===== config.mk =====
export PLATFORM = sky130hd
export DESIGN_NAME = reg_bus_master
export DESIGN_NICKNAME = d
export VERILOG_FILES = /design/src/rtl/reg_bus_master.sv
export SDC_FILE = /design/constraint.sdc
export NUM_CORES = 1
export LEC_CHECK = 0
export ABC_AREA = 1
export CAP_MARGIN = 20
export CORE_MARGIN = 2
export CORE_UTILIZATION = 33
export CTS_CLUSTER_SIZE = 8
export DETAILED_ROUTE_END_ITERATION = 8
export RECOVER_POWER = 50
export SYNTH_ARGS = -nofsm -noshare
export SYNTH_HDL_FRONTEND = slang
export SYNTH_SLANG_ARGS = --single-unit

===== constraint.sdc =====
create_clock -name clk -period 5.49 [get_ports clk]
set_input_delay 0.8235 -clock clk [delete_from_list [all_inputs] [get_ports clk]]
set_output_delay 0.8235 -clock clk [all_outputs]
set_load 0.005 [all_outputs]

===== src/rtl/reg_bus_master.sv =====
// Register-bus initiator: queues read/write requests in a small FIFO, issues them one at a
// time as single-cycle bus commands and returns one in-order response per request.
module reg_bus_master #(
  parameter int FIFO_DEPTH = 4,
  parameter int RD_LATENCY = 1
) (
  input  logic        clk,
  input  logic        rst,
  input  logic        req_valid,
  output logic        req_ready,
  input  logic        req_op,
  input  logic [15:0] req_addr,
  input  logic [15:0] req_wdata,
  output logic        rsp_valid,
  input  logic        rsp_ready,
  output logic        rsp_op,
  output logic [15:0] rsp_addr,
  output logic [15:0] rsp_rdata,
  output logic        bus_cmd_valid,
  output logic        bus_op,
  output logic [15:0] bus_addr,
  output logic [15:0] bus_wr_data,
  input  logic [15:0] bus_rd_data,
  output logic        busy
);

  localparam int          PW        = $clog2(FIFO_DEPTH);
  localparam logic [PW:0] DEPTH_CNT = (PW + 1)'(FIFO_DEPTH);
  localparam logic [3:0]  LAT_INIT  = 4'(RD_LATENCY);

  typedef struct packed {
    logic        op;
    logic [15:0] addr;
    logic [15:0] wdata;
  } cmd_t;

  typedef enum logic [1:0] {IDLE, ISSUE, WAIT, RESP} state_t;

  state_t        state, state_nxt;
  cmd_t          mem [FIFO_DEPTH];
  logic [PW-1:0] wr_ptr, rd_ptr;
  logic [PW:0]   count;
  logic          full, empty, push, pop;
  cmd_t          cmd_q;
  logic [3:0]    lat_cnt;
  logic [15:0]   rdata_q;

  assign full  = (count == DEPTH_CNT);
  assign empty = (count == '0);
  assign pop   = (state == IDLE) && !empty;
  // A pop frees the head slot this cycle, so a full FIFO can still take one request then.
  assign req_ready = !full || pop;
  assign push      = req_valid && req_ready;

  // NOTE: the storage array is not reset; count alone says which entries are valid.
  always_ff @(posedge clk) begin
    if (push) mem[wr_ptr] <= {req_op, req_addr, req_wdata};
  end

  always_ff @(posedge clk) begin
    if (rst) begin
      wr_ptr <= '0;
      rd_ptr <= '0;
      count  <= '0;
    end else begin
      if (push) wr_ptr <= wr_ptr + 1'b1;
      if (pop)  rd_ptr <= rd_ptr + 1'b1;
      case ({push, pop})
        2'b10:   count <= count + 1'b1;
        2'b01:   count <= count - 1'b1;
        default: ;
      endcase
    end
  end

  // NOTE: non-blocking assignments so every register samples pre-edge values.
  always_ff @(posedge clk) begin
    if (rst) state <= IDLE;
    else     state <= state_nxt;
  end

  // NOTE: default assignment first so no path leaves state_nxt unassigned (no latch).
  always_comb begin
    state_nxt = state;
    case (state)
      IDLE:    if (!empty) state_nxt = ISSUE;
      ISSUE:   state_nxt = cmd_q.op ? RESP : WAIT;
      WAIT:    if (lat_cnt == 4'd1) state_nxt = RESP;
      RESP:    if (rsp_ready) state_nxt = IDLE;
      default: state_nxt = IDLE;
    endcase
  end

  always_ff @(posedge clk) begin
    if (rst) begin
      cmd_q   <= '0;
      lat_cnt <= '0;
      rdata_q <= '0;
    end else begin
      if (pop) cmd_q <= mem[rd_ptr];
      case (state)
        ISSUE: begin
          if (cmd_q.op) rdata_q <= '0;
          else          lat_cnt <= LAT_INIT;
        end
        WAIT: begin
          lat_cnt <= lat_cnt - 1'b1;
          if (lat_cnt == 4'd1) rdata_q <= bus_rd_data;
        end
        default: ;
      endcase
    end
  end

  always_comb begin
    bus_cmd_valid = 1'b0;
    bus_op        = 1'b0;
    bus_addr      = '0;
    bus_wr_data   = '0;
    rsp_valid     = 1'b0;
    rsp_op        = 1'b0;
    rsp_addr      = '0;
    rsp_rdata     = '0;
    case (state)
      ISSUE: begin
        bus_cmd_valid = 1'b1;
        bus_op        = cmd_q.op;
        bus_addr      = cmd_q.addr;
        bus_wr_data   = cmd_q.op ? cmd_q.wdata : 16'h0000;
      end
      RESP: begin
        rsp_valid = 1'b1;
        rsp_op    = cmd_q.op;
        rsp_addr  = cmd_q.addr;
        rsp_rdata = rdata_q;
      end
      default: ;
    endcase
  end

  assign busy = (state != IDLE) || !empty;

endmodule


==> metrics.txt, run 1 <==
worst-path fanout max=20; critical path's largest stage delay=approximately 0.75 ns; Sw Ratio=a little over a third; routed vias=approximately 5900; Total Power=between 4 and 5 mW; GP Congestion=roughly 0.73; ANT nets after route=0; number of post-CTS setup repair buffers=0; final setup margin=~1.7 ns; hpwl dp=~11 mm; skew final=around 0.012 ns; deepest level of the CTS H-tree=4; Final Max Tran Viols=approximately 120; crit end category=primary output; Resized Gates After CTS=0; register area share after synthesis=63.3%; 1st-pass router iterations=4; gr ovfl total=0; drt via density=around 4.5; Synth Area per Inst=between 9 and 10 um^2; status=finished, violations left; failing checks=capacitance limit, slew limit; hold buffer count at CTS=0; multi-input logic area=roughly 2400 um^2; Seq pwr share=42.3%; vias in the first global route=roughly 5600; Min Hold Slack=just under 0.5 ns; die height=approximately 160 um; Port-buffer cells=about 120; register area=5210 um^2; Worst path slowest cell=ha_1; share of cells above drive strength 1=under 10%; Ports=123; die area=around 26000 um^2; Final min period=3.80 ns; WL final=18.8 mm; clock network power share=about a quarter; CTS sink count=between 150 and 200; Final #Nets=roughly 1100; Critical Path, Cell by Cell=inv_1 > ha_1 > nand2_2 > nor2_1 > clkdlybuf4s50_1; final setup fails=0; Seq cells post-synth=around 190; area grow syn2layout=24.9%; drt first-iter violations=~370; FILL cells=roughly 2400; syn_nets=around 950; Pwr Density=449 nW/um^2; drt wl/cell=~14 um; clock slew at the register clock pins of the worst setup and hold paths=~0.070 ns; Cell Int Power=slightly below 3 mW; fmax=about 0.26 GHz; Crit Path Class=reg2out; Overall Global Routing Usage=14.5%; core area=about 24000 um^2; largest net degree at the start of global routing=69; Crit path max-delay family=simple AND/OR/NAND/NOR gates; CTS root buffer=clkbuf_16; drc violations=0; Post-Synthesis Cell Area=8230 um^2; Cell Rows=57; synth warn=0; post-route setup TNS=0 ns; crit path DAT=around 3 ns; LEAKAGE=just over 4 nW; Synth Instances=~900; switching pwr=~1.7 mW; Layout Utilization=about 42%; CTS Buffer Depth=2; Fin. Hold Viols=0; number of CTS-inserted buffers=17; RSZ-0062 raised after global routing=no; CTS tree=done; startpoint types=flop; post-placement worst setup slack=between 2 and 2.5 ns; # Max-Cap Violations=5; Gate power share=31.2%; starting density of the core=between 30 and 40%; commonest non-fill, non-tap cell in the layout=nor2_1; Die Wd=around 160 um; final period utilization=69.3%; Req. time, crit path=between 4 and 5 ns; count of cell types in the netlist=25; first-pass GRT wire length=approximately 30 mm; HP Class=reg2reg; worst rel slew slack=-21.7%; Buf+Inv Stages, Crit Path=2; VDD IR max=between 200 and 300 uV; initial antenna violation count=0; Slew @ Worst Pin=~1.8 ns; most frequent cells in the layout=262 x nor2_1, 148 x nand2_1, 132 x edfxtp_1; worst-skew pair later-pin latency=0.43 ns
-- power groups by stage --
stage,registers [mW],logic (mW),clock network [mW]
global placement,1.98,1.42,0
global route,1.98,1.67,1.31
floorplan,1.91,1.13,0
finish,1.95,1.44,1.22
detailed placement,1.98,1.45,0
CTS,1.95,1.46,1.25
-- flip-flops by register name, indices dropped and copies added (netlist names) --
signal	count
rd_ptr	2
rdata_q	16
lat_cnt	4
mem	132
state	2
count	3
cmd_q	33
wr_ptr	2
-- cell usage after synthesis --
cell / count / area, um^2
nor2_1: 262 / 983
nand2_1: 147 / 552
edfxtp_1: 132 / 3960
inv_1: 82 / 308
o21ai_0: 64 / 320
dfxtp_1: 62 / 1240
o21ai_1: 45 / 225
buf_2: 16 / 80.1
clkbuf_1: 15 / 56.3
ha_1: 12 / 150
buf_6: 9 / 101
inv_2: 9 / 33.8
a21oi_1: 8 / 40.0
buf_4: 6 / 45.0
nand3_1: 4 / 20.0
nand2_2: 3 / 18.8
nor2_2: 2 / 12.5
a211oi_1: 1 / 7.51
clkbuf_2: 1 / 5.00
fa_1: 1 / 20.0
nand2_4: 1 / 11.3
nor3_1: 1 / 5.00
o21ai_2: 1 / 8.76
xnor2_1: 1 / 8.76
xor2_1: 1 / 8.76
-- path summary, 6_finish.rpt --
kind         cells after the start         from  slack (ns)              to
min                              2  rdata_q[11]        0.49     rdata_q[11]
min reg2reg                      2  rdata_q[11]        0.49     rdata_q[11]
max reg2reg                      7     state[0]        2.03      mem[1][19]
max                              5     state[1]        1.69  bus_wr_data[3]
-- final cells by class --
class                           count  share of cell area (%)
Sequential cell                   194                    50.7
Multi-Input combinational cell    554                    23.3
Timing Repair Buffer              129                    13.1
Clock buffer                       19                    4.41
Tap cell                          324                    3.94
Inverter                           91                    3.32
Clock inverter                     13                    1.30
Antenna cell                        1                  0.0244
-- metal layers --
metal / up-vias / global-route usage [%] / part of all wire (%)
met5: - / 0 / 0
met4: 0 / 3.10 / 1.1
met3: 13 / 3.70 / 4.8
met2: 124 / 24.4 / 47
met1: 2749 / 19.0 / 47
li1: 3022 / - / -
-- cells by family after synthesis --
family	count (synthesis)	synth area share (%)
AOI/OAI and AO/OA	119	7.32
xor gates and xnor gates	2	0.213
adders and majority gates	13	2.07
buffers and inverters	138	7.65
DFF	194	63.3
and+or+nand+nor	420	19.5
-- stage by stage --
stage,cells,area [um^2]
finish,1325,10300
detailed placement,1288,9640
global placement,1287,9610
CTS,1320,10200
floorplan,886,8230
global route,1324,10300
-- worst register-to-register path: stages, from the launching register on --
cell      delay, ns
dfxtp_1        0.33
inv_1          0.16
ha_1           0.29
nor2_1         0.07
nand2_1        0.09
nand2_1        0.20
nor2_1         0.52
clkbuf_1       1.37
Power figures use the tool's default switching activity.
==> inputs of run 2 (changes only) <==
- clock period: 5.49 -> 3.55 ns (I/O delays scaled with it)
==> metrics.txt, run 2 (synthesis gave the netlist of run 1 again) <==
worst rel slew slack=-18.5% (+3.3 points); most frequent cells in the layout=259 x nor2_1, 148 x nand2_1, 132 x edfxtp_1; crit path DAT=2.43 ns (-0.55 ns); switching pwr=2.54 mW (+52%); die area=26200 um^2 (unchanged); number of post-CTS setup repair buffers=0 (unchanged); hpwl dp=11.2 mm (-0.74%); number of CTS-inserted buffers=17 (unchanged); Crit Path Class=reg2out; share of cells above drive strength 1=5.98% (+0.58 points); Final Max Tran Viols=60 (-51%); commonest non-fill, non-tap cell in the layout=nor2_1; RSZ-0062 raised after global routing=no; Cell Int Power=4.63 mW (+58%); largest net degree at the start of global routing=69 (unchanged); clock slew at the register clock pins of the worst setup and hold paths=0.07 ns (about the same); final setup fails=0 (unchanged); Resized Gates After CTS=0 (unchanged); Req. time, crit path=3.02 ns (-1.65 ns); Port-buffer cells=122 (unchanged); VDD IR max=287 uV (-1.8%); Pwr Density=698 nW/um^2 (+56%); Total Power=7.17 mW (+55%); CTS root buffer=clkbuf_16; skew final=0.0121 ns (-0.000241 ns); Sw Ratio=35.4% (-0.86 points); die height=162 um (unchanged); beginning of the worst hold path=rdata_q[14]; initial antenna violation count=2 (+2); Largest Register=mem; GP Congestion=0.738 (+0.46%); status=finished, violations left; crit end category=primary output; largest registers=mem (132), cmd_q (33), rdata_q (16); CTS tree=done; hold buffer count at CTS=0 (unchanged); Worst Reg-to-Reg Cells=7 (unchanged); Layout Utilization=42.1% (about the same); Cell Rows=57 (unchanged); routed vias=5879 (-0.49%); LEAKAGE=4.15 nW (+0.32%); # Max-Cap Violations=1 (-4); fmax=between 0.3 and 0.4 GHz; HP Class=reg2reg; Worst R2R Setup Slack=0.67 ns (-1.36 ns); CTS Buffer Depth=2 (unchanged); first-pass GRT wire length=29.1 mm (-2.0%); drt via density=4.43 (-0.72%); ANT nets after route=0 (unchanged); RR Endpoint=mem[3][12]; Overall Global Routing Usage=14.2% (-0.28 points); failing checks=capacitance limit, slew limit; gr ovfl total=0 (unchanged); total placed cells including tap cells=1295 (+0.54%); 1st-pass router iterations=4 (unchanged); startpoint types=flop; Slew @ Worst Pin=1.78 ns (-0.0489 ns); drt wl/cell=13.8 um (-2.7%); final period utilization=a little over four fifths; clock network power share=27.2% (+0.7 points); core area=24400 um^2 (unchanged); Ports=123 (unchanged); Final min period=2.97 ns; Seq pwr share=41.2% (-1.1 points); Min Hold Slack=0.485 ns (-0.000267 ns); Final #Nets=1057 (+0.38%); Fin. Hold Viols=0 (unchanged); Gate power share=31.6% (+0.4 points); WL final=18.3 mm (-2.5%); vias in the first global route=5536 (-0.59%); deepest level of the CTS H-tree=4 (unchanged); Finished Layout Cells=1328 (+0.23%); drc violations=0 (unchanged); Worst Hold Path EP=rdata_q[14]; worst-skew pair later-pin latency=0.43 ns (about the same); worst hold path depth=2 (unchanged); post-route setup TNS=0 ns (unchanged); Die Wd=162 um (unchanged); max FFs per register=132 (unchanged); reg2reg start=state[0]; CTS sink count=194 (unchanged); worst-path fanout max=20 (unchanged); Diodes inserted=0 (-1); starting density of the core=33.7% (unchanged); drt first-iter violations=453 (+21%); area grow syn2layout=24.9% (about the same)
==> run 2: changes by cell type in the layout (fill, tap and decap cells not counted), moves of 2 or more <==
| cell | change |
|---|---|
| buf_16 | -3 |
| buf_4 | +6 |
| bufinv_16 | +2 |
| clkbuf_2 | +2 |
| clkbuf_8 | -2 |
| clkinvlp_4 | -2 |
| inv_6 | +5 |
| inv_8 | -6 |
| nor2_1 | -3 |
| nor2_4 | +3 |
| o21ai_0 | +9 |
| o21ai_1 | -8 |
==> run 2: cell type report <==
cell class | count | area (um^2)
tap | 324 | 405
clock inverter | 14 | 169
timing repair buffer | 133 | 1310
multi-input combinational | 554 | 2410
sequential | 194 | 5210
inverter | 91 | 342
fill | 2413 | 14100
clock buffer | 18 | 429
==> run 2: stage by stage <==
stage / setup WS, ns / area [um^2]
2_1_floorplan: 0.766 / 8230
3_3_place_gp: 1.00 / 9670
3_5_place_dp: 0.937 / 9670
4_1_cts: 0.451 / 10300
5_1_grt: 0.306 / 10300
6_report: 0.583 / 10300
==> run 2: power groups by stage <==
stage | Sequential [mW] | Combinational (mW) | Clock (mW)
final | 2.96 | 2.27 | 1.95
after global routing | 3.00 | 2.64 | 2.06
after CTS | 2.96 | 2.31 | 1.98
after detailed placement | 3.01 | 2.31 | 0
after global placement | 3.00 | 2.29 | 0
after floorplan | 2.96 | 1.75 | 0
==> run 2: worst max-delay path, stage by stage, from the launching register on <==
cell             delay [ns]
dfxtp_1                0.34
inv_1                  0.12
ha_1                   0.16
buf_4                  0.25
nand2_2                0.39
nor2_1                 0.21
clkdlybuf4s50_1        0.53
==> run 2: metal layers <==
layer  track usage [%]  up-vias  part of all wire [%]
li1                  -     3031                     -
met1              19.3     2710                    49
met2              23.0      115                    46
met3              2.91       19                   3.8
met4              4.51        4                  0.95
met5                 0        -                  0.16
==> run 2: how the worst max path moves through the flow <==
| stage | from | to | slack (ns) |
|---|---|---|---|
| final | state[1] | bus_wr_data[11] | 0.58 |
| after global routing | state[1] | bus_wr_data[0] | 0.31 |
| after CTS | state[1] | bus_wr_data[11] | 0.45 |
| after detailed placement | state[1] | bus_wr_data[13] | 0.94 |
| after global placement | state[1] | bus_wr_data[9] | 1.00 |
| after floorplan | state[0] | mem[0][0] | 0.77 |
==> inputs of run 3 (changes only) <==
- clock period: 3.55 -> 2.5 ns (I/O delays scaled with it)
==> metrics.txt, run 3 (synthesis gave the netlist of run 1 again) <==
most frequent cells in the layout=259 x nor2_1, 148 x nand2_1, 132 x edfxtp_1; RSZ-0062 raised after global routing=no; fmax=0.423 GHz; gr ovfl total=0 (unchanged); drt wl/cell=14.1 um (+2.5%); max FFs per register=132 (unchanged); initial antenna violation count=3 (+1); final setup fails=0 (unchanged); deepest level of the CTS H-tree=4 (unchanged); critical path's largest stage delay=0.49 ns (-0.04 ns); final period utilization=roughly 95%; Worst path slowest cell=clkdlybuf4s50_1; crit end category=primary output; largest net degree at the start of global routing=68 (-1.4%); crit path DAT=1.99 ns (-0.44 ns); Worst Hold Path EP=rdata_q[15]; number of CTS-inserted buffers=17 (unchanged); Req. time, crit path=2.12 ns (-0.90 ns); die height=162 um (unchanged); CTS tree=done; Worst Reg-to-Reg Cells=8 (+1); worst-skew pair later-pin latency=0.44 ns (about the same); Total Power=10.2 mW (+42%); CTS sink count=194 (unchanged); vias in the first global route=5630 (+1.7%); CTS Buffer Depth=2 (unchanged); largest registers=mem (132), cmd_q (33), rdata_q (16); Largest Register=mem; Ports=123 (unchanged); Layout Utilization=42.5% (+0.37 points); Final min period=2.37 ns; # Max-Cap Violations=0 (-1); Final Max Tran Viols=0 (-100%); Worst R2R Setup Slack=0.28 ns (-0.39 ns); routed vias=5934 (+0.94%); share of cells above drive strength 1=7.01% (+1.0 points); Cell Area, Placed=9790 um^2 (+1.2%); commonest non-fill, non-tap cell in the layout=nor2_1; hpwl dp=11.6 mm (+3.9%); drt via density=4.43 (+0.11%); VDD IR max=505 uV (+76%); drt first-iter violations=432 (-4.6%); Final #Nets=1066 (+0.85%); starting density of the core=33.7% (unchanged); FILL cells=2366 (-1.9%); worst rel slew slack=32.8% (+51 points); Fin. Hold Viols=0 (unchanged); Die Wd=162 um (unchanged); post-route setup TNS=0 ns (unchanged); WL final=18.9 mm (+3.4%); Buf+Inv Stages, Crit Path=4 (+1); Crit path max-delay family=buffers and inverters; reg2reg start=state[0]; number of post-CTS setup repair buffers=0 (unchanged); GP Congestion=0.719 (-2.6%); worst-path fanout max=19 (-5.0%); skew final=0.0212 ns (+0.00911 ns); drc violations=0 (unchanged); Slew @ Worst Pin=1.01 ns (-0.769 ns); CTS root buffer=clkbuf_16; status=completed; beginning of the worst hold path=rdata_q[15]; fin area=10400 um^2 (+0.89%); LEAKAGE=4.19 nW (+1.0%); worst hold path depth=2 (unchanged); Cell Rows=57 (unchanged); Critical Path, Cell by Cell=inv_2 > ha_2 > buf_4 > nand2_1 > inv_1 > clkdlybuf4s50_1; clock slew at the register clock pins of the worst setup and hold paths=0.07 ns (about the same); Port-buffer cells=122 (unchanged); Pwr Density=986 nW/um^2 (+41%); ANT nets after route=0 (unchanged); first-pass GRT wire length=30.0 mm (+3.1%); RR Endpoint=mem[0][25]; Crit Path Class=reg2out; core area=24400 um^2 (unchanged); startpoint types=flop; HP Class=reg2reg; die area=26200 um^2 (unchanged); area grow syn2layout=26.0%; 1st-pass router iterations=5 (+1); Overall Global Routing Usage=14.8% (+0.60 points)
run 3: cell types whose count changed in the layout (fill, tap and decap cells not counted), sizes merged:
cell / previous run / this run
clkdlybuf4s50: 88 / 89
bufinv: 2 / 1
clkinvlp: 0 / 1
inv: 98 / 97
clkinv: 5 / 7
clkbuf: 20 / 21
buf: 9 / 16
dlygate4sd3: 34 / 33
diode: 0 / 2
run 3: worst max path at each step:
stage,from,endpoint,slack (ns),depth (start not counted)
final,state[1],bus_addr[2],0.13,6
after floorplan,state[0],mem[0][0],-0.28,6
after CTS,state[1],bus_wr_data[3],0.03,6
after global routing,state[1],bus_addr[2],0.01,6
after detailed placement,state[0],count[2],0.42,12
after global placement,state[0],count[2],0.45,12
run 3: tightest hold or removal path: stages (launching register included):
cell	delay, ns
dfxtp_1	0.31
nor2_1	0.09
nor2_1	0.05
run 3: timing repair:
| action | CTS | global route |
|---|---|---|
| hold buffers | 0 | 0 |
| resized for setup | 1 | 6 |
| endpoints found under the setup margin | 16 | 39 |
| cloned | 0 | 0 |
run 3: through the flow:
step / std cells / worst slack, ns / hold WS [ns]
after CTS: 1337 / 0.0303 / 0.487
after detailed placement: 1305 / 0.418 / 0.473
after floorplan: 886 / -0.284 / 0.444
final: 1339 / 0.134 / 0.486
after global routing: 1338 / 0.0145 / 0.502
after global placement: 1305 / 0.453 / 0.468
run 3: layout make-up:
class                           instances  area [um^2]  area share, %
Sequential cell                       194         5210           50.2
Multi-Input combinational cell        554         2420           23.3
Timing Repair Buffer                  142         1400           13.5
Clock buffer                           17          425           4.10
Tap cell                              324          405           3.91
Inverter                               91          342           3.30
Clock inverter                         15          164           1.58
Antenna cell                            2         5.00         0.0483
run 3: power by group:
group          switching [mW]  internal, mW  total [mW]
clock network            1.29          1.42        2.71
logic                    2.16          1.14        3.30
registers               0.255          3.96        4.21
total                    3.70          6.52        10.2
run 3: per-layer routing:
| layer | vias to the layer above | GRT usage (%) | wire length [um] |
|---|---|---|---|
| li1 | 3045 | - | - |
| met1 | 2749 | 19.9 | 9120 |
| met2 | 127 | 24.4 | 8800 |
| met3 | 11 | 3.50 | 870 |
| met4 | 2 | 3.62 | 117 |
| met5 | - | 0 | 13 |
